[src/rtl/simon_pkg.sv]
// simon_pkg: shared types, LFSR taps and colour decoding for the Simon sequencer.
package simon_pkg;
   typedef enum logic [2:0] {IDLE, PLAY_INIT, SHOW_ON, SHOW_OFF, INPUT_INIT, INPUT, WIN, LOSE} state_t;
   localparam logic [31:0] LFSR_TAPS = 32'h8020_0003;
   typedef logic [1:0] colour_t;
   function automatic logic [3:0] colour_to_led(colour_t c);
      return 4'b0001 << c;
   endfunction
endpackage

[src/rtl/simon_lfsr.sv]
// simon_lfsr: 32-bit Galois LFSR producing the colour sequence; a zero load becomes 1.
module simon_lfsr
   import simon_pkg::*;
(
   input  logic        clk,
   input  logic        reset,
   input  logic        load,
   input  logic [31:0] value,
   input  logic        adv,
   output colour_t     colour
);
   logic [31:0] q_q, q_d;
   always_comb begin
      q_d = load ? ((value == 32'h0) ? 32'h1 : value)
          : adv  ? ((q_q >> 1) ^ (q_q[0] ? LFSR_TAPS : 32'h0))
          : q_q;
   end
   always_ff @(posedge clk) begin
      if (!reset) q_q <= 32'h1;
      else        q_q <= q_d;
   end
   assign colour = q_q[1:0];
endmodule

[src/rtl/simon_seq_ctrl.sv]
// simon_seq_ctrl: Simon game sequencer; plays the growing colour sequence and checks presses.
module simon_seq_ctrl
   import simon_pkg::*;
#(
   parameter int ON_CYCLES      = 12_500_000,
   parameter int OFF_CYCLES     = 6_250_000,
   parameter int TIMEOUT_CYCLES = 250_000_000,
   parameter int MAX_ROUNDS     = 32
)(
   input  logic        clk,
   input  logic        reset,
   input  logic        start,
   input  logic [31:0] seed,
   input  logic [3:0]  btn,
   output logic        rst_seedgen,
   output logic [3:0]  led,
   output logic        busy,
   output logic [5:0]  round,
   output logic        win,
   output logic        lose
);
   localparam int MAX_A = (ON_CYCLES > OFF_CYCLES) ? ON_CYCLES : OFF_CYCLES;
   localparam int MAXC  = (MAX_A > TIMEOUT_CYCLES) ? MAX_A : TIMEOUT_CYCLES;
   localparam int TW    = (MAXC > 1) ? $clog2(MAXC) : 1;

   state_t        state_q, state_d;
   logic [31:0]   seed_q, seed_d;
   logic [5:0]    round_q, round_d, step_q, step_d;
   logic [TW-1:0] timer_q, timer_d;
   logic [3:0]    led_q, led_d;
   logic          busy_q, busy_d, win_q, win_d, lose_q, lose_d, rsg_q, rsg_d;
   logic          lfsr_load, lfsr_adv;
   colour_t       colour;
   logic [3:0]    exp_led;

   simon_lfsr u_lfsr (
      .clk    (clk),
      .reset  (reset),
      .load   (lfsr_load),
      .value  (seed_q),
      .adv    (lfsr_adv),
      .colour (colour)
   );

   assign exp_led = colour_to_led(colour);

   always_comb begin
      state_d   = state_q;
      seed_d    = seed_q;
      round_d   = round_q;
      step_d    = step_q;
      timer_d   = timer_q;
      lfsr_load = 1'b0;
      lfsr_adv  = 1'b0;
      case (state_q)
         IDLE: if (start) begin
            seed_d  = seed;
            round_d = 6'd1;
            state_d = PLAY_INIT;
         end
         PLAY_INIT, INPUT_INIT: begin
            lfsr_load = 1'b1;
            step_d    = 6'd0;
            timer_d   = '0;
            state_d   = (state_q == PLAY_INIT) ? SHOW_ON : INPUT;
         end
         SHOW_ON: begin
            timer_d = (timer_q == TW'(ON_CYCLES - 1)) ? '0 : timer_q + 1'b1;
            state_d = (timer_q == TW'(ON_CYCLES - 1)) ? SHOW_OFF : SHOW_ON;
         end
         SHOW_OFF: if (timer_q == TW'(OFF_CYCLES - 1)) begin
            timer_d  = '0;
            lfsr_adv = 1'b1;
            step_d   = step_q + 6'd1;
            state_d  = (step_d == round_q) ? INPUT_INIT : SHOW_ON;
         end else timer_d = timer_q + 1'b1;
         // exp_led is one-hot, so equality also rejects multi-bit presses
         INPUT: if (btn != 4'b0) begin
            if (btn == exp_led) begin
               lfsr_adv = 1'b1;
               step_d   = step_q + 6'd1;
               timer_d  = '0;
               if (step_d == round_q) begin
                  state_d = (round_q == 6'(MAX_ROUNDS)) ? WIN : PLAY_INIT;
                  round_d = (round_q == 6'(MAX_ROUNDS)) ? round_q : round_q + 6'd1;
               end
            end else state_d = LOSE;
         end else if (timer_q == TW'(TIMEOUT_CYCLES - 1)) state_d = LOSE;
         else timer_d = timer_q + 1'b1;
         default: state_d = IDLE;
      endcase
   end

   // outputs are registered from the current state, so they trail it by one cycle
   always_comb begin
      led_d  = (state_q == SHOW_ON) ? exp_led : 4'b0;
      busy_d = state_q != IDLE;
      win_d  = state_q == WIN;
      lose_d = state_q == LOSE;
      rsg_d  = (state_q == PLAY_INIT) && (round_q == 6'd1);
   end

   always_ff @(posedge clk) begin
      if (!reset) begin
         state_q <= IDLE;
         seed_q  <= 32'h0;
         round_q <= 6'd0;
         step_q  <= 6'd0;
         timer_q <= '0;
         led_q   <= 4'b0;
         busy_q  <= 1'b0;
         win_q   <= 1'b0;
         lose_q  <= 1'b0;
         rsg_q   <= 1'b0;
      end else begin
         state_q <= state_d;
         seed_q  <= seed_d;
         round_q <= round_d;
         step_q  <= step_d;
         timer_q <= timer_d;
         led_q   <= led_d;
         busy_q  <= busy_d;
         win_q   <= win_d;
         lose_q  <= lose_d;
         rsg_q   <= rsg_d;
      end
   end

   assign rst_seedgen = rsg_q;
   assign led         = led_q;
   assign busy        = busy_q;
   assign round       = round_q;
   assign win         = win_q;
   assign lose        = lose_q;
endmodule

[config.mk]
export PLATFORM = sky130hd
export DESIGN_NAME = simon_seq_ctrl
export DESIGN_NICKNAME = d
export VERILOG_FILES = /design/src/rtl/simon_pkg.sv /design/src/rtl/simon_lfsr.sv /design/src/rtl/simon_seq_ctrl.sv
export SDC_FILE = /design/constraint.sdc
export NUM_CORES = 1
export LEC_CHECK = 0
export CORE_MARGIN = 2
export CORE_UTILIZATION = 41
export CTS_BUF_LIST = sky130_fd_sc_hd__clkbuf_8 sky130_fd_sc_hd__clkbuf_16
export DETAILED_ROUTE_END_ITERATION = 6
export PLACE_DENSITY = 0.62
export SKIP_LAST_GASP = 1
export SYNTH_ARGS = -nofsm -noshare
export SYNTH_HDL_FRONTEND = slang
export SYNTH_SLANG_ARGS = --single-unit
export TNS_END_PERCENT = 50
[constraint.sdc]
create_clock -name clk -period 5.6 [get_ports clk]
set_input_delay 0.56 -clock clk [delete_from_list [all_inputs] [get_ports clk]]
set_output_delay 0.56 -clock clk [all_outputs]
set_load 0.005 [all_outputs]
## Word level (Yosys, flattened, before mapping)

Index checks and enable logic that the tools add are counted.
W data, S select, Z words.

- Logic and storage cells: 92
- Bits in registers: 115
- Input port bits: 39
- Output and inout port bits: 14

- Add/sub/neg operators: 3
- Equal/unequal tests: 24
- Reductions and logical operators: 16
- Bitwise logic cells: 1
- Muxes and demuxes: 36
- Shifts and indexed selects: 1

Operator list:

| kind | number |
|---|---|
| $mux W28 | 5 |
| $mux W32 | 4 |
| $pmux W28 S4 | 1 |
| $mux W6 | 8 |
| $logic_not A32 Y1 | 1 |
| $xor A31 B32 Y32 | 1 |
| $add A28 B1 Y28 const B | 1 |
| $eq A28 B23 Y1 const B | 1 |
| $eq A28 B24 Y1 const B | 1 |
| $eq A28 B28 Y1 const B | 1 |
| $mux W3 | 9 |
| $pmux W6 S3 | 1 |
| $pmux W3 S5 | 1 |
| $add A6 B1 Y6 const B | 2 |
| $eq A3 B3 Y1 const B | 4 |
| $ne A2 B2 Y1 const B | 6 |
| $pmux W6 S2 | 1 |
| $ne A3 B3 Y1 const B | 3 |
| $reduce_and A4 Y1 | 2 |
| $reduce_bool A4 Y1 | 2 |
| $eq A3 B2 Y1 const B | 2 |
| $eq A6 B1 Y1 const B | 1 |
| $eq A6 B6 Y1 | 1 |
| $eq A6 B6 Y1 const B | 1 |
| 14 further kinds | 21 |

## Depth between registers and ports, before layout

- Depth in word-level cells: 7
- Gate-level depth with buffers: 10
- Mapped depth without buffers: 8

## Cells and area by module

Synthesis repeated with hierarchy kept, for this count alone.

- Cells, all modules: 739
- Area, all modules: 5,988.2 um2

Modules (own cells, without submodules):

| module | seq. area each (um2) | area an instance (um2) | times used | cells an instance |
|---|---|---|---|---|
| simon_seq_ctrl | 1,661.6 | 4,413.0 | 1 | 549 |
| simon_lfsr | 640.6 | 1,575.3 | 1 | 190 |

## Worst setup path before layout

Ideal clock, no wire load.

- Path kind: reg2reg
- Start point: register step_q[0]
- End point: register round_q[4] (netlist: round[4])
- Clock period less this slack: 2,380 ps
- Library setup time: 87 ps
- Data arrival time: 2,293 ps
- Data required time: 5,513 ps
- Stages on the path, launching flop included: 8
- Buffers on the path: 0
- Slack: 3,220 ps
- Cells stage by stage: dfxtp_1 ha_1 xor2_1 o2111ai_1 o21ai_0 or4_1 or4_4 o31ai_1

- Word-level cells in the longest chain between the ends: 4

RTL lines:

| what | RTL line | RTL |
|---|---|---|
| from (decl) | simon_seq_ctrl.sv:28 | `logic [5:0] round_q, round_d, step_q, step_d;` |
| from (signal assigned) | simon_seq_ctrl.sv:119 | `step_q <= step_d;` |
| $add A6 B1 Y6 | simon_seq_ctrl.sv:81 | `step_d = step_q + 6'd1;` |
| $eq A6 B6 Y1 | simon_seq_ctrl.sv:83 | `if (step_d == round_q) begin` |
| $ne A2 B2 Y1 (no line) | n/a |  |
| $reduce_and A6 Y1 (no line) | n/a |  |
| to (signal assigned) | simon_seq_ctrl.sv:118 | `round_q <= round_d;` |
| to (decl) | simon_seq_ctrl.sv:28 |  |

No other way between the ends.
A chain may end at the register's enable or synchronous reset.

## Final worst setup path

- Start point: input btn[0]
- End point: register step_q[2]

- Word-level cells in the longest chain between the ends: 3
- Elaborated cells between the ends (all ways): 5
- Those cells by class: 3 x eq/ne; 2 x reduce/logical

RTL lines:

| what | RTL line | RTL |
|---|---|---|
| from (decl) | simon_seq_ctrl.sv:14 | `input logic [3:0] btn,` |
| $eq A4 B4 Y1 or $reduce_bool A4 Y1 (tied branches) | simon_seq_ctrl.sv:79, simon_seq_ctrl.sv:78 |  |
| $ne A2 B2 Y1 (no line) | n/a |  |
| $reduce_and A4 Y1 (no line) (*) | n/a |  |

Every way passes the cells marked *; elsewhere a longest branch is shown, timed or not.

==> reports/summary.txt <==
Status: finished clean
Synth warn: 0
F_max: 329 MHz
Max Cap Viol: 0
Site row count: 43
Net switching power: 0.000977 W
DRT Wirelength: 14500 um
Fill count: 1300
Rel. slew slack: 0.267
Sum Neg Setup Slack: 0 ps
Most numerous cell in the Yosys netlist: nand2_1
Die area: 15100 um^2
Commonest cells post-synth: nand2_1 (170), dfxtp_1 (115), a21oi_1 (45), nand3_1 (40), o21ai_0 (38)
Top routing layer used: met4
Routed WL per cell: 15.3 um
Hold_buf cts: 0
Sw frac: 0.341
Critical Path RT: 5930 ps
Pin count of the biggest net entering global routing: 93
Cells on Worst Hold Path: 2
Yosys top cell by area: dfxtp_1
R2R depth: 9
Clock buffer depth: 2
Seq/Total Area, Yosys: 0.399
TritonCTS clock tree: yes
HP Class: register to register
Slew @ Worst Pin: 1100 ps
Initial antenna violation count: 0
Crit Path Max Fanout: 19
Post-CTS Setup Bufs: 0
Die Ht: 123 um
Remaining DRCs: 0
Detail Placement HPWL: 9560 um
Initial core utilization: 0.418
Final Hold Fails: 0
Synth cell types: 64
WP data arrival: 3370 ps
Die Span X: 123 um
Pint: 0.00189 W
Cts bufs inserted: 17
WL met2: 6560 um
Area after DPL: 6310 um^2
Power Density: 415 nW/um^2
Final min period: 3040 ps
Drt first pass iters: 5
Max-slew violation count: 0
Vias per inst: 5.73
Post-CTS Resized: 0
H-tree depth: 4
Clock root buffer: clkbuf_16
Placer Congestion: 0.865
Pre-CTS WS: 2120 ps
Endpoint class of the critical path: register
Comb pwr share: 0.249
Reg power frac: 0.377
Iteration-0 DRC Markers: 420
Layout cells sized above 1: 0.0662
Peak VDD IR: 0.218 mV
IO Port Bufs: 52
Worst hold margin: 468 ps
Total core area: 13800 um^2
Final ANT Viol Nets: 0
Main synth FF type: dfxtp_1
Final setup fails: 0
Static leakage: 2.31 nW
Routed length on met1: 6770 um
Final WS setup: 2560 ps
Final instance area: 6900 um^2
Num ports: 53
Number of synthesized flops with an enable pin: 0
Post-Synthesis Net Count: 782
FFs w/ async S/R, synth: 0
Top cells by area, synth: dfxtp_1 (40%), nand2_1 (11%), a21oi_1 (3.9%)
Worst-Skew Late Latency: 420 ps
CTS Sinks: 115
Synth-to-Final Area Change: 19.4%
First-pass GRT wire length: 24300 um
Post-Syn Area: 5780 um^2
Gate count of the mapped netlist: 734
Yosys top cell area share: 0.399
Clk_skew: 8.06 ps
N_diodes: 0
Post-synthesis sequential element count: 115
Startpoint Class: primary input
Syn avg cell area: 7.87 um^2
Clk pin slew, worst setup/hold paths: 60 ps
Vias in the first global route: 5022
Clock power share: 0.374
Crit Path Class: primary input to register
Vias: 5441
Nets: 805
Unrepaired setup endpoints after global routing: no
Routed wl met3: 806 um
GRT Overall Usage: 0.203
Grt ovf: 0
Period Utilization, post-route: 0.543
## sequential cells by signal, summed over array words and instances, names as in the netlist
name,flops
u_lfsr.q_q,32
led,4
win,1
busy,1
state_q,3
timer_q,28
seed_q,32
rst_seedgen,1
round,6
lose,1
step_q,6
## cells in the final DEF (no fill, tap or decap), types with 6 or more instances in the layout
cell               n
o21ai_0           38
nand3_1           40
dfxtp_1          115
a21oi_1           45
nor4_1            10
and2_1            11
nor2_1            18
xor2_1            10
nand4_1           22
o211ai_1          11
clkbuf_16         17
or3_1             13
nand2_1          170
a31oi_1           30
inv_1              8
and3_1             7
o31ai_1            8
buf_4              7
clkdlybuf4s50_1   51
ha_1               9
a2bb2oi_1          6
nor3_1            12
## stage by stage
step           utilization  cells  power [W]
5_1_grt              0.499    950    0.00303
6_report             0.499    950    0.00287
4_1_cts              0.499    950    0.00289
2_1_floorplan            -    734    0.00163
3_5_place_dp         0.456    918    0.00180
3_3_place_gp         0.456    918    0.00179
## power groups by stage
| stage | clock network [W] | logic, W | registers (W) |
|---|---|---|---|
| 2_1_floorplan | 0 | 0.000575 | 0.00105 |
| 3_3_place_gp | 0 | 0.000695 | 0.00109 |
| 3_5_place_dp | 0 | 0.000710 | 0.00109 |
| 4_1_cts | 0.00109 | 0.000716 | 0.00108 |
| 5_1_grt | 0.00113 | 0.000801 | 0.00110 |
| 6_report | 0.00107 | 0.000713 | 0.00108 |
## path summary, 6_finish.rpt
| check | from | end | slack, ps |
|---|---|---|---|
| worst max register to register | u_lfsr.q_q[0] | u_lfsr.q_q[21] | 2600 |
| worst min register to register | seed_q[12] | seed_q[12] | 470 |
| worst min-delay path | seed_q[12] | seed_q[12] | 470 |
| worst max-delay path | btn[0] | step_q[2] | 2560 |
## routing by layer
metal / GRT usage / up-vias
met4: 0.0984 / 0
li1: - / 2732
met3: 0.0451 / 33
met5: 0 / -
met1: 0.268 / 2499
met2: 0.312 / 177
## cell families after synthesis
kind of cell,count (synthesis),synth area share
compound gates,186,0.211
xor+xnor,14,0.0212
fa+ha+maj,9,0.0195
buf+inv,63,0.0516
flops,115,0.399
mux,4,0.00693
simple gates,343,0.291
## area by class of cell
type,count,area (um^2),area share
sequential,115,2300,0.334
multi-input combinational,556,3180,0.461
clock inverter,14,153,0.0221
timing repair buffer,59,568,0.0824
inverter,8,30.0,0.00435
clock buffer,18,439,0.0637
tap,180,225,0.0327
## critical path, cell delays in order
cell and delay [ps]:
clkdlybuf4s50_1 480, nor4_1 480, nor3_1 110, and2_1 280
a22oi_2 720, buf_4 350, nand2_1 120, a311oi_1 270
No activity file was read; power rests on OpenSTA's default activity.
==> variant, RTL diff (same flow settings) <==
Register the inputs `start`, `seed` and `btn` before use, with the module's reset. The logic sees them one clock later.
--- a/src/rtl/simon_seq_ctrl.sv
+++ b/src/rtl/simon_seq_ctrl.sv
@@ -22,6 +22,22 @@
    localparam int MAX_A = (ON_CYCLES > OFF_CYCLES) ? ON_CYCLES : OFF_CYCLES;
    localparam int MAXC  = (MAX_A > TIMEOUT_CYCLES) ? MAX_A : TIMEOUT_CYCLES;
    localparam int TW    = (MAXC > 1) ? $clog2(MAXC) : 1;
+
+   logic start_q;
+   logic [31:0] seed_r;
+   logic [3:0] btn_q;
+
+   always_ff @(posedge clk) begin
+      if (!reset) begin
+         start_q <= '0;
+         seed_r  <= '0;
+         btn_q   <= '0;
+      end else begin
+         start_q <= start;
+         seed_r  <= seed;
+         btn_q   <= btn;
+      end
+   end
 
    state_t        state_q, state_d;
    logic [31:0]   seed_q, seed_d;
@@ -53,8 +69,8 @@
       lfsr_load = 1'b0;
       lfsr_adv  = 1'b0;
       case (state_q)
-         IDLE: if (start) begin
-            seed_d  = seed;
+         IDLE: if (start_q) begin
+            seed_d  = seed_r;
             round_d = 6'd1;
             state_d = PLAY_INIT;
          end
@@ -75,8 +91,8 @@
             state_d  = (step_d == round_q) ? INPUT_INIT : SHOW_ON;
          end else timer_d = timer_q + 1'b1;
          // exp_led is one-hot, so equality also rejects multi-bit presses
-         INPUT: if (btn != 4'b0) begin
-            if (btn == exp_led) begin
+         INPUT: if (btn_q != 4'b0) begin
+            if (btn_q == exp_led) begin
                lfsr_adv = 1'b1;
                step_d   = step_q + 6'd1;
                timer_d  = '0;
Function: changed (a bounded check fails within 4 cycles, from zero or initial values and one cycle with reset low).
==> variant against the original RTL <==
  * Cell area increased by 11%
  * Worst hold slack worse by 35 ps
  * Routed wire length up 4.0%
  * Area after synthesis grew 11%
  * Worst setup slack worse by 70 ps
  * Utilization up 0.12 points
  * Sequential cell count is 37 higher
  * Critical path type is now reg2reg
Power is not compared: it rests on default switching activity, and its combinational part moved more than twofold at a synthesized area within 25%.
==> variant: results (changes against the original RTL) <==
status: complete, no violations
Crit-path slowest cell: o21ai_2
commonest cells in the netlist: dfxtp_1, nand2_1, a21oi_1, o21ai_0, and2_1
met2 routed WL: 6725 um (+2.5%)
Reg clk slew, reported paths: 60 ps (about the same)
worst-margin pin slew: 1225 ps (+128.3 ps)
layout cells sized above 1: 7.293% (+0.67 points)
n_diodes: 0 (unchanged)
reg2reg start: timer_q[5]$_SDFFE_PN0P_
met2 Use GR: 29.13% (-2.1 points)
sequential area share after synthesis: 47.37% (+7.5 points)
pre-CTS setup slack: 2485 ps (+363.6 ps)
met3 wire len: 809 um (+0.37%)
GRT Util Overall: 18.83% (-1.5 points)
hold path start: seed_r[27]$_SDFF_PN0_
vias in the first global route: 5,285 (+5.2%)
Yosys warning count: 0 (unchanged)
placed cell count: 988 (+7.6%)
WP data arrival: 3380 ps (about the same)
dpl hpwl: 9863 um (+3.1%)
Max stage delay on crit path: 880 ps (+160 ps)
first-pass GRT wire length: 25,140 um (+3.6%)
gp weighted congestion: 0.9271 (+7.1%)
Final Skew: 12.70 ps (+4.638 ps)
syn_nets: 813 (+4.0%)
met1 wire length: 7320 um (+8.2%)
Initial DRT Pass Iterations: 5 (unchanged)
met1 Usage GRT: 25.19% (-1.6 points)
layout net count: 844 (+4.8%)
Non-Filler Instances: 1,020 (+7.4%)
WL/cell: 14.81 um (-3.1%)
synth top area cells: dfxtp_1, nand2_1, a21oi_1
Starting DRT DRC Count: 500 (+19%)
synth unique cells: 62 (-3.1%)
Post-Synthesis Cells: 765 (+4.2%)
pin count of the biggest net entering global routing: 87 (-6.5%)
Top Registers: seed_q: 32 flops, seed_r: 32 flops, u_lfsr.q_q: 32 flops
CP max FO: 26 (+7)
kind of critical path: reg2reg
Vias: 5,552 (+2.0%)
met3 Use GR: 4.583% (+0.076 points)
-- variant: cells by family after synthesis --
| family | count (synthesis) | synth area share [%] |
|---|---|---|
| multiplexers | 4 | 0.6428 |
| XOR/XNOR | 19 | 2.591 |
| flip-flops | 152 | 47.37 |
| buffers and inverters | 55 | 3.603 |
| AO/OA/AOI/OAI | 197 | 18.66 |
| adder cells (fa/ha/maj) | 9 | 1.753 |
| AND/OR/NAND/NOR | 329 | 25.38 |
-- variant: through the flow --
step / cell area, um2 / total power [mW]
after floorplan: 6424 / 1.330
after global placement: 7054 / 1.399
after detailed placement: 7054 / 1.403
after CTS: 7630 / 2.512
after global routing: 7630 / 2.586
final: 7630 / 2.486
-- variant: critical path, delay by kind of cell (launching register included) --
kind,cells,cell delay (ps)
flip-flops,1,340
AO/OA/AOI/OAI,2,1140
AND/OR/NAND/NOR,4,1480
-- variant: final timing paths --
kind / to / slack (ps) / cells after the start
worst min-delay path: seed_q[27]$_SDFFE_PN0P_ / 430 / 2
worst max register to register: timer_q[4]$_SDFFE_PN0P_ / 2490 / 6
worst max-delay path: timer_q[4]$_SDFFE_PN0P_ / 2490 / 6
worst min register to register: seed_q[27]$_SDFFE_PN0P_ / 430 / 2
-- variant: layout make-up --
cell class              instances  area, um2
clock buffers                  18      439.2
clock inverters                14      136.4
fillers                      1450       7629
inverters                       8      30.03
multi-input cells             558       3149
flip-flops and latches        152       3043
well taps                     211      264.0
repair buffers                 59      568.0
-- variant: where the power goes --
part	switching [mW]	total (mW)	internal, mW	leakage, nW
logic	0.124	0.213	0.0891	1.06
clock network	0.473	1.11	0.633	0.275
registers	0.0333	1.17	1.13	1.24
total	0.630	2.49	1.86	2.57
